--- src/rtl/hub75_row_driver.sv ---
// HUB75 row sequencer: per request, shift one row of column words into the panel,
// latch it, unblank for the requested on-time, then pulse done.
//
// state | meaning
// IDLE  | ready for a request, panel blanked
// SHIFT | reading the line buffer and clocking columns into the panel
// LATCH | latch-enable pulse and row address update
// SHOW  | panel unblanked while the on-time counter runs down
module hub75_row_driver #(
  parameter int N_BANKS    = 2,
  parameter int N_ROWS     = 32,
  parameter int N_COLS     = 64,
  parameter int N_CHANS    = 3,
  parameter int ON_W       = 16,
  parameter int LOG_N_ROWS = $clog2(N_ROWS),
  parameter int LOG_N_COLS = $clog2(N_COLS)
) (
  input  logic                         clk,
  input  logic                         rst,
  input  logic                         req_valid,
  output logic                         req_ready,
  input  logic [LOG_N_ROWS-1:0]        req_row,
  input  logic [ON_W-1:0]              req_ontime,
  output logic                         rd_en,
  output logic [LOG_N_COLS-1:0]        rd_addr,
  input  logic [N_BANKS*N_CHANS-1:0]   rd_data,
  output logic                         done,
  output logic                         err_seq,
  output logic [LOG_N_ROWS-1:0]        phy_addr,
  output logic                         phy_addr_inc,
  output logic                         phy_addr_rst,
  output logic [N_BANKS*N_CHANS-1:0]   phy_data,
  output logic                         phy_clk,
  output logic                         phy_le,
  output logic                         phy_blank
);

  typedef enum logic [1:0] {IDLE, SHIFT, LATCH, SHOW} state_t;

  localparam logic [LOG_N_COLS-1:0] LAST_COL = LOG_N_COLS'(N_COLS - 1);
  localparam logic [LOG_N_ROWS-1:0] LAST_ROW = LOG_N_ROWS'(N_ROWS - 1);

  state_t                state;
  logic [LOG_N_ROWS-1:0] row;
  logic [LOG_N_ROWS-1:0] prev_row;
  logic [ON_W-1:0]       ontime;
  logic [ON_W-1:0]       timer;
  logic                  rd_en_q;
  logic [LOG_N_ROWS-1:0] next_row;

  assign next_row = (prev_row == LAST_ROW) ? '0 : prev_row + LOG_N_ROWS'(1);

  always_ff @(posedge clk or posedge rst) begin
    if (rst) begin
      state        <= IDLE;
      row          <= '0;
      prev_row     <= LAST_ROW;
      ontime       <= '0;
      timer        <= '0;
      rd_en_q      <= 1'b0;
      req_ready    <= 1'b1;
      rd_en        <= 1'b0;
      rd_addr      <= '0;
      done         <= 1'b0;
      err_seq      <= 1'b0;
      phy_addr     <= '0;
      phy_addr_inc <= 1'b0;
      phy_addr_rst <= 1'b0;
      phy_data     <= '0;
      phy_clk      <= 1'b0;
      phy_le       <= 1'b0;
      phy_blank    <= 1'b1;
    end else begin
      rd_en_q      <= rd_en;
      phy_clk      <= 1'b0;
      phy_le       <= 1'b0;
      phy_addr_inc <= 1'b0;
      phy_addr_rst <= 1'b0;
      err_seq      <= 1'b0;
      done         <= 1'b0;
      case (state)
        IDLE: begin
          if (req_valid) begin
            row       <= req_row;
            ontime    <= req_ontime;
            req_ready <= 1'b0;
            rd_en     <= 1'b1;
            rd_addr   <= '0;
            state     <= SHIFT;
          end
        end
        SHIFT: begin
          if (rd_en) begin
            if (rd_addr == LAST_COL) begin
              rd_en   <= 1'b0;
              rd_addr <= '0;
            end else begin
              rd_addr <= rd_addr + LOG_N_COLS'(1);
            end
          end
          // read data arrives one cycle after the strobe
          if (rd_en_q) begin
            phy_data <= rd_data;
            phy_clk  <= 1'b1;
          end
          if (phy_clk && !rd_en_q) begin
            phy_le   <= 1'b1;
            phy_addr <= row;
            prev_row <= row;
            state    <= LATCH;
            if (row == '0)
              phy_addr_rst <= 1'b1;
            else if (row == next_row)
              phy_addr_inc <= 1'b1;
            else if (row != prev_row)
              err_seq <= 1'b1;
          end
        end
        LATCH: begin
          if (ontime == '0) begin
            done      <= 1'b1;
            req_ready <= 1'b1;
            state     <= IDLE;
          end else begin
            phy_blank <= 1'b0;
            timer     <= ontime - ON_W'(1);
            state     <= SHOW;
          end
        end
        SHOW: begin
          if (timer == '0) begin
            phy_blank <= 1'b1;
            done      <= 1'b1;
            req_ready <= 1'b1;
            state     <= IDLE;
          end else begin
            timer <= timer - ON_W'(1);
          end
        end
        default: state <= IDLE;
      endcase
    end
  end

endmodule

--- config.mk ---
export PLATFORM = sky130hd
export DESIGN_NAME = hub75_row_driver
export DESIGN_NICKNAME = d
export VERILOG_FILES = /design/src/rtl/hub75_row_driver.sv
export SDC_FILE = /design/constraint.sdc
export NUM_CORES = 1
export LEC_CHECK = 0
export ABC_AREA = 1
export BUFFER_PORTS_ARGS = -buffer_cell sky130_fd_sc_hd__clkbuf_2
export CAP_MARGIN = 20
export CORE_MARGIN = 3
export CORE_UTILIZATION = 52
export DETAILED_ROUTE_END_ITERATION = 8
export HOLD_SLACK_MARGIN = 0.05
export PLACE_DENSITY = 0.77
export RECOVER_POWER = 25
export SYNTH_ARGS = -nofsm -noshare
export SYNTH_HDL_FRONTEND = slang
export SYNTH_SLANG_ARGS = --single-unit
export TNS_END_PERCENT = 50
--- constraint.sdc ---
create_clock -name clk -period 2.3 [get_ports clk]
set_input_delay 0.46 -clock clk [delete_from_list [all_inputs] [get_ports clk]]
set_output_delay 0.46 -clock clk [all_outputs]
set_load 0.02 [all_outputs]
==> impl_metrics.json, run 1 <==
{
  "synth_edf_count": 0,
  "drive_above_1_share": 0.203,
  "fin_nets": 595,
  "grt_pass1_vias": 3327,
  "cp.depth": 11,
  "maxSlewViolCount": 0,
  "power-per-cell-area_nw_per_um2": 1490,
  "yosysWarnings": 0,
  "die_h_microns": 91.7,
  "path_clk_slew_ps": 80,
  "n_antenna_cell": 0,
  "synthTopCellsByArea": "dfrtp_1 (42%), nand2_1 (17%), nand3_1 (6.0%), inv_1 (5.2%), o21ai_0 (5.1%)",
  "ys.flop_type": "dfrtp_1",
  "yosys.area.top_type": "dfrtp_1",
  "end_kind": "flop",
  "worst_ep_required_time_ps": 2580,
  "post-cts-setup-buffers": 0,
  "p_int_mw": 3.33,
  "numCtsBuffers": 9,
  "core_area_sq_um": 6940,
  "grt_usage": 0.226,
  "critPathBufInv": 1,
  "ff_latch_area_sq_um": 1790,
  "fp-row-count": 30,
  "slew_headroom": 0.334,
  "cts_tree": "yes",
  "reg2reg_depth": 11,
  "grt_pass1_wl_microns": 15300,
  "cts_buffer_depth": 2,
  "timing.rr.end": "phy_addr_inc",
  "clock_latency_ps": 350,
  "critPathLaunch": "prev_row[0]",
  "r2r_start": "prev_row[0]",
  "multi_input_area_sq_um": 1720,
  "wirelength_microns": 8750,
  "avgSynthCellArea_sq_um": 7.60,
  "syn_nets": 537,
  "via_count": 3370,
  "crit_chain": "ha_1 -> nand2_1 -> nor2_1 -> ha_1 -> inv_1 -> nand2_1 -> xor2_1 -> o211ai_1 -> nor2_1 -> nand2_1 -> nor2_1",
  "cts_root_buf": "clkbuf_8",
  "slowest_stage": "dfstp_2",
  "ios": 56,
  "cts.hold.buffers_added": 0,
  "fin_tns_setup_ps": 0,
  "cp_max_fo": 5,
  "status": "completed",
  "antenna_found_initial": 0,
  "gr-total-overflow": 0,
  "crit_family": "flip-flops",
  "skew_ps": 4.69,
  "die_area_sq_um": 8420,
  "final.setup.worst_slack_ps": 286,
  "max-cap-violations": 0,
  "h-tree-depth": 3,
  "drtPass1Iterations": 5,
  "cp.arrival_ps": 2300,
  "syn2layout_area_growth_pct": 13.8,
  "yosysSeqAreaShare": 0.467,
  "worst_pin_slew_ps": 999,
  "ys_types": 30,
  "grt_max_degree": 46,
  "synth-seq-cells": 71,
  "drtIter0Drc": 203,
  "die_w_microns": 91.7,
  "max_freq_mhz": 496,
  "place_ws_ps": 355,
  "p_sw_frac": 0.486,
  "fin_crit_sh": 0.876,
  "peakVddDrop_v": 0.000740,
  "post_drt_wl_per_cell_microns": 13.2,
  "detail-route-antenna-nets": 0,
  "start_util": 0.550,
  "vias_per_cell": 5.09,
  "cts_resized": 0,
  "max_stage_delay_ps": 590,
  "setup.worst_path.end": "phy_addr_inc",
  "synth_top_cells_by_count": "nand2_1 (169), dfrtp_1 (64), inv_1 (53)",
  "p_clk_frac": 0.144,
  "hold_violations": 0,
  "n_fill_cell": 621,
  "cts.sinks": 71,
  "critPathKind": "flop to flop",
  "setup_viol": 0,
  "syn_inst": 503,
  "comb_power_share": 0.514,
  "dp_hpwl_microns": 6420,
  "yosysMostFrequentCell": "nand2_1",
  "switching_power_mw": 3.15,
  "p_leak_nw": 2.27,
  "worst_setup_path_start_kind": "flop",
  "worst_hold_slack_ps": 295,
  "async_flop_share": 1.00,
  "rsz0062_at_grt": "no",
  "min_path_type": "input port to async pin",
  "min_period_ps": 2010,
  "portBuffers": 55,
  "drc": 0,
  "place_congestion": 0.874,
  "rrSetupSlack_ps": 290,
  "syn_area_sq_um": 3820,
  "seqPwrFrac": 0.342,
  "synth.top_cell.area_share": 0.419
}
[worst reg2reg max path, delay by kind of cell, from the launching register on]
| kind | cells | cell delay, ps |
|---|---|---|
| simple gates | 6 | 540 |
| buf+inv | 1 | 80 |
| xor+xnor | 1 | 160 |
| flops | 1 | 590 |
| fa+ha+maj | 2 | 430 |
| compound gates | 1 | 140 |
[per-stage QoR]
stage,area [sq um],instances,total power [mW],utilization
after floorplan,3820,503,4.74,-
after global placement,4180,646,5.41,0.602
after detailed placement,4180,646,5.54,0.602
after CTS,4370,662,6.50,0.629
after global routing,4350,662,7.09,0.626
final,4350,662,6.49,0.626
[worst min-delay path by stage]
| stage | from | endpoint |
|---|---|---|
| after floorplan | timer[1] | timer[1] |
| after CTS | rst | rd_addr[3] |
| final | rst | rd_en |
| after global routing | rd_data[1] | phy_data[1] |
| after detailed placement | phy_addr[3] | phy_addr[3] |
| after global placement | phy_addr[3] | phy_addr[3] |
[kinds of logic (layout without fill, tap and decap cells)]
group / count (synthesis) / after routing / share of synthesized area
AOI/OAI and AO/OA: 53 / 53 / 0.0740
DFF: 71 / 71 / 0.467
and+or+nand+nor: 292 / 292 / 0.340
buffers and inverters: 73 / 136 / 0.0825
xor gates and xnor gates: 10 / 10 / 0.0229
adders and majority gates: 4 / 4 / 0.0131
[routing by layer]
layer,up-vias,share of wire,GRT usage
met1,1535,0.46,0.312
met5,-,0,0
li1,1704,-,-
met4,0,0.024,0.0965
met3,21,0.064,0.0468
met2,110,0.45,0.345
[layout by cell type (no fill, tap or decap), types with 6 or more instances in the layout]
master    instances
nand2_2          10
a21oi_1           6
nand2_1         169
inv_1            53
nand4_1           9
o21ai_0          39
xor2_1            6
nand3_1          46
dfstp_2           7
inv_2             6
clkbuf_8         11
nor2_4            8
nor2_1           40
dfrtp_1          64
clkbuf_2         55
[power by group through the flow]
stage | clock [mW] | combinational [mW] | sequential (mW)
after floorplan | 0 | 2.46 | 2.28
after global placement | 0 | 3.20 | 2.21
after detailed placement | 0 | 3.31 | 2.23
after CTS | 0.956 | 3.33 | 2.21
after global routing | 1.01 | 3.79 | 2.29
final | 0.938 | 3.33 | 2.22
[area by class of cell]
| cell class | count | area share |
|---|---|---|
| clock buffers | 12 | 0.0357 |
| clock inverters | 4 | 0.00661 |
| inverters | 59 | 0.0509 |
| multi-input cells | 359 | 0.396 |
| flip-flops and latches | 71 | 0.410 |
| well taps | 96 | 0.0276 |
| repair buffers | 61 | 0.0731 |
[registers in the layout, summed over array words and instances, names as in the netlist, 2 cells and up]
register and cells:
phy_addr 5, rd_addr 6, ontime 16, timer 16, row 5, state 2
phy_data 6, prev_row 5
No activity file was read; power rests on OpenSTA's default activity.
==> run 2: changes to the inputs <==
- CORE_UTILIZATION: 52 -> 62
- PLACE_DENSITY: 0.77 -> 0.86
- clock period: 2.3 -> 2.45 ns (I/O delays scaled with it)
==> run 2 against run 1 <==
  * Cell count shrank 3.6%
  * Register-to-register slack gained 90 ps
  * Clock power grew 9.8%
  * Sequential share of layout area shrank 0.33 points
  * Count of clock-buffer cells in the layout shrank 3
  * Total power shrank 3.6%
  * Wire length shrank 1.1%
  * Clock skew grew 4.6 ps
  * Utilization grew 14 points
  * Fmax shrank 2.9%
  * Critical path type unchanged
  * Critical endpoint is now timer[12]
  * Largest cell class unchanged
  * Highest routed layer unchanged
==> impl_metrics.json, run 2 (synthesized netlist as in run 1, its figures left out) <==
{
  "status": "completed",
  "drive_above_1_share": 0.205,
  "die_w_microns": 84.5,
  "path_clk_slew_ps": 80,
  "hold_violations": 0,
  "worst_setup_path_start_kind": "flop",
  "place_congestion": 0.934,
  "gr-total-overflow": 0,
  "critPathLaunch": "state[0]",
  "min_path_type": "input port to flop",
  "critPathBufInv": 0,
  "clock_latency_ps": 340,
  "fp-row-count": 27,
  "crit_path_frequent_cell": "nand2_2",
  "core_area_sq_um": 5740,
  "via_count": 3506,
  "drc": 0,
  "fin_tns_setup_ps": 0,
  "cts_root_buf": "clkbuf_8",
  "dp_hpwl_microns": 6310,
  "max_stage_delay_ps": 560,
  "wirelength_microns": 8650,
  "drtPass1Iterations": 5,
  "top_regs": "ontime: 16 flops, timer: 16 flops",
  "cts.hold.buffers_added": 0,
  "grt_usage": 0.258,
  "slew_headroom": 0.289,
  "setup_viol": 0,
  "slowest_stage": "dfrtp_1",
  "fin_nets": 595,
  "crit_family": "simple AND/OR/NAND/NOR gates",
  "worst_ep_required_time_ps": 2690,
  "antenna_found_initial": 0,
  "peakVddDrop_v": 0.000894,
  "mostFrequentLayoutCells": "nand2_1 (169), dfrtp_1 (64), clkbuf_2 (55)",
  "cts_resized": 0,
  "grt_pass1_vias": 3439,
  "fin_crit_sh": 0.847,
  "skew_ps": 9.25,
  "portBuffers": 55,
  "maxSlewViolCount": 0,
  "ios": 56,
  "grt_pass1_wl_microns": 15100,
  "min_period_ps": 2070,
  "n_antenna_cell": 0,
  "drtIter0Drc": 207,
  "final.setup.worst_slack_ps": 376,
  "worst_pin_slew_ps": 1070,
  "grt_max_degree": 44,
  "cp_max_fo": 11,
  "vias_per_cell": 5.50,
  "post_drt_wl_per_cell_microns": 13.6,
  "critPathKind": "flop to flop",
  "crit_chain": "nand2_2 -> o21ai_2 -> ha_1 -> nand2_2 -> nor2_1 -> nand4_1 -> nand3_1 -> nand2_1",
  "die_area_sq_um": 7140,
  "syn2layout_area_growth_pct": 14.7,
  "cp.arrival_ps": 2320,
  "h-tree-depth": 3,
  "end_kind": "flop",
  "layout_commonest_cell": "nand2_1",
  "rsz0062_at_grt": "no",
  "place_ws_ps": 408,
  "post-cts-setup-buffers": 0,
  "numCtsBuffers": 9,
  "worst_hold_startpoint": "rd_data[3]",
  "cts.sinks": 71,
  "max_freq_mhz": 482,
  "cts_tree": "yes",
  "detail-route-antenna-nets": 0,
  "die_h_microns": 84.5,
  "r2r_start": "state[0]",
  "power-per-cell-area_nw_per_um2": 1430,
  "start_util": 0.666,
  "cts_buffer_depth": 2,
  "p_leak_nw": 2.30,
  "max-cap-violations": 0
}
[run 2: cell types whose count changed in the layout (fill, tap and decap cells not counted)]
cell,change
buf_12,+2
buf_2,-1
buf_4,-1
bufinv_16,+2
clkbuf_1,-1
clkbuf_8,-2
clkinv_4,+2
inv_6,-1
[run 2: final cells by class]
cell class | count | area [sq um]
multi-input combinational | 359 | 1720
clock inverter | 7 | 97.6
timing repair buffer | 61 | 345
fill | 412 | 1360
inverter | 59 | 221
sequential | 71 | 1790
clock buffer | 9 | 124
tap | 72 | 90.1
[run 2: layer usage]
metal	routed length, microns	vias up	GRT usage
met2	4090	157	0.432
met4	188	0	0.0921
met3	693	24	0.0589
met5	0	-	0
li1	-	1700	-
met1	3680	1625	0.329
[run 2: final timing paths]
| path | end | slack (ps) | cells past startpoint |
|---|---|---|---|
| worst max-delay path | timer[12] | 380 | 8 |
| worst min-delay path | phy_data[3] | 340 | 3 |
| worst max register to register | timer[12] | 380 | 8 |
| worst min register to register | phy_addr[1] | 470 | 2 |
| max in group asynchronous | prev_row[1] | 1230 | 3 |
| min in group asynchronous | rd_addr[0] | 380 | 2 |
[run 2: power breakdown]
part | internal [mW] | switching (mW)
sequential | 1.70 | 0.385
clock | 0.574 | 0.456
combinational | 1.01 | 2.13
[run 2: worst min-delay path: cells and delay by family]
| family | cells | cell delay [ps] |
|---|---|---|
| buf+inv | 1 | 70 |
| simple gates | 2 | 90 |
[run 2: per-stage QoR]
| stage | util | hold slack (ps) | power, mW | std cells | cell area (sq um) |
|---|---|---|---|---|---|
| floorplan | - | 459 | 4.45 | 503 | 3820 |
| global placement | 0.725 | 453 | 5.07 | 622 | 4160 |
| detailed placement | 0.725 | 459 | 5.17 | 622 | 4160 |
| CTS | 0.764 | 204 | 6.24 | 638 | 4390 |
| global route | 0.764 | 337 | 6.80 | 638 | 4390 |
| finish | 0.764 | 340 | 6.25 | 638 | 4390 |
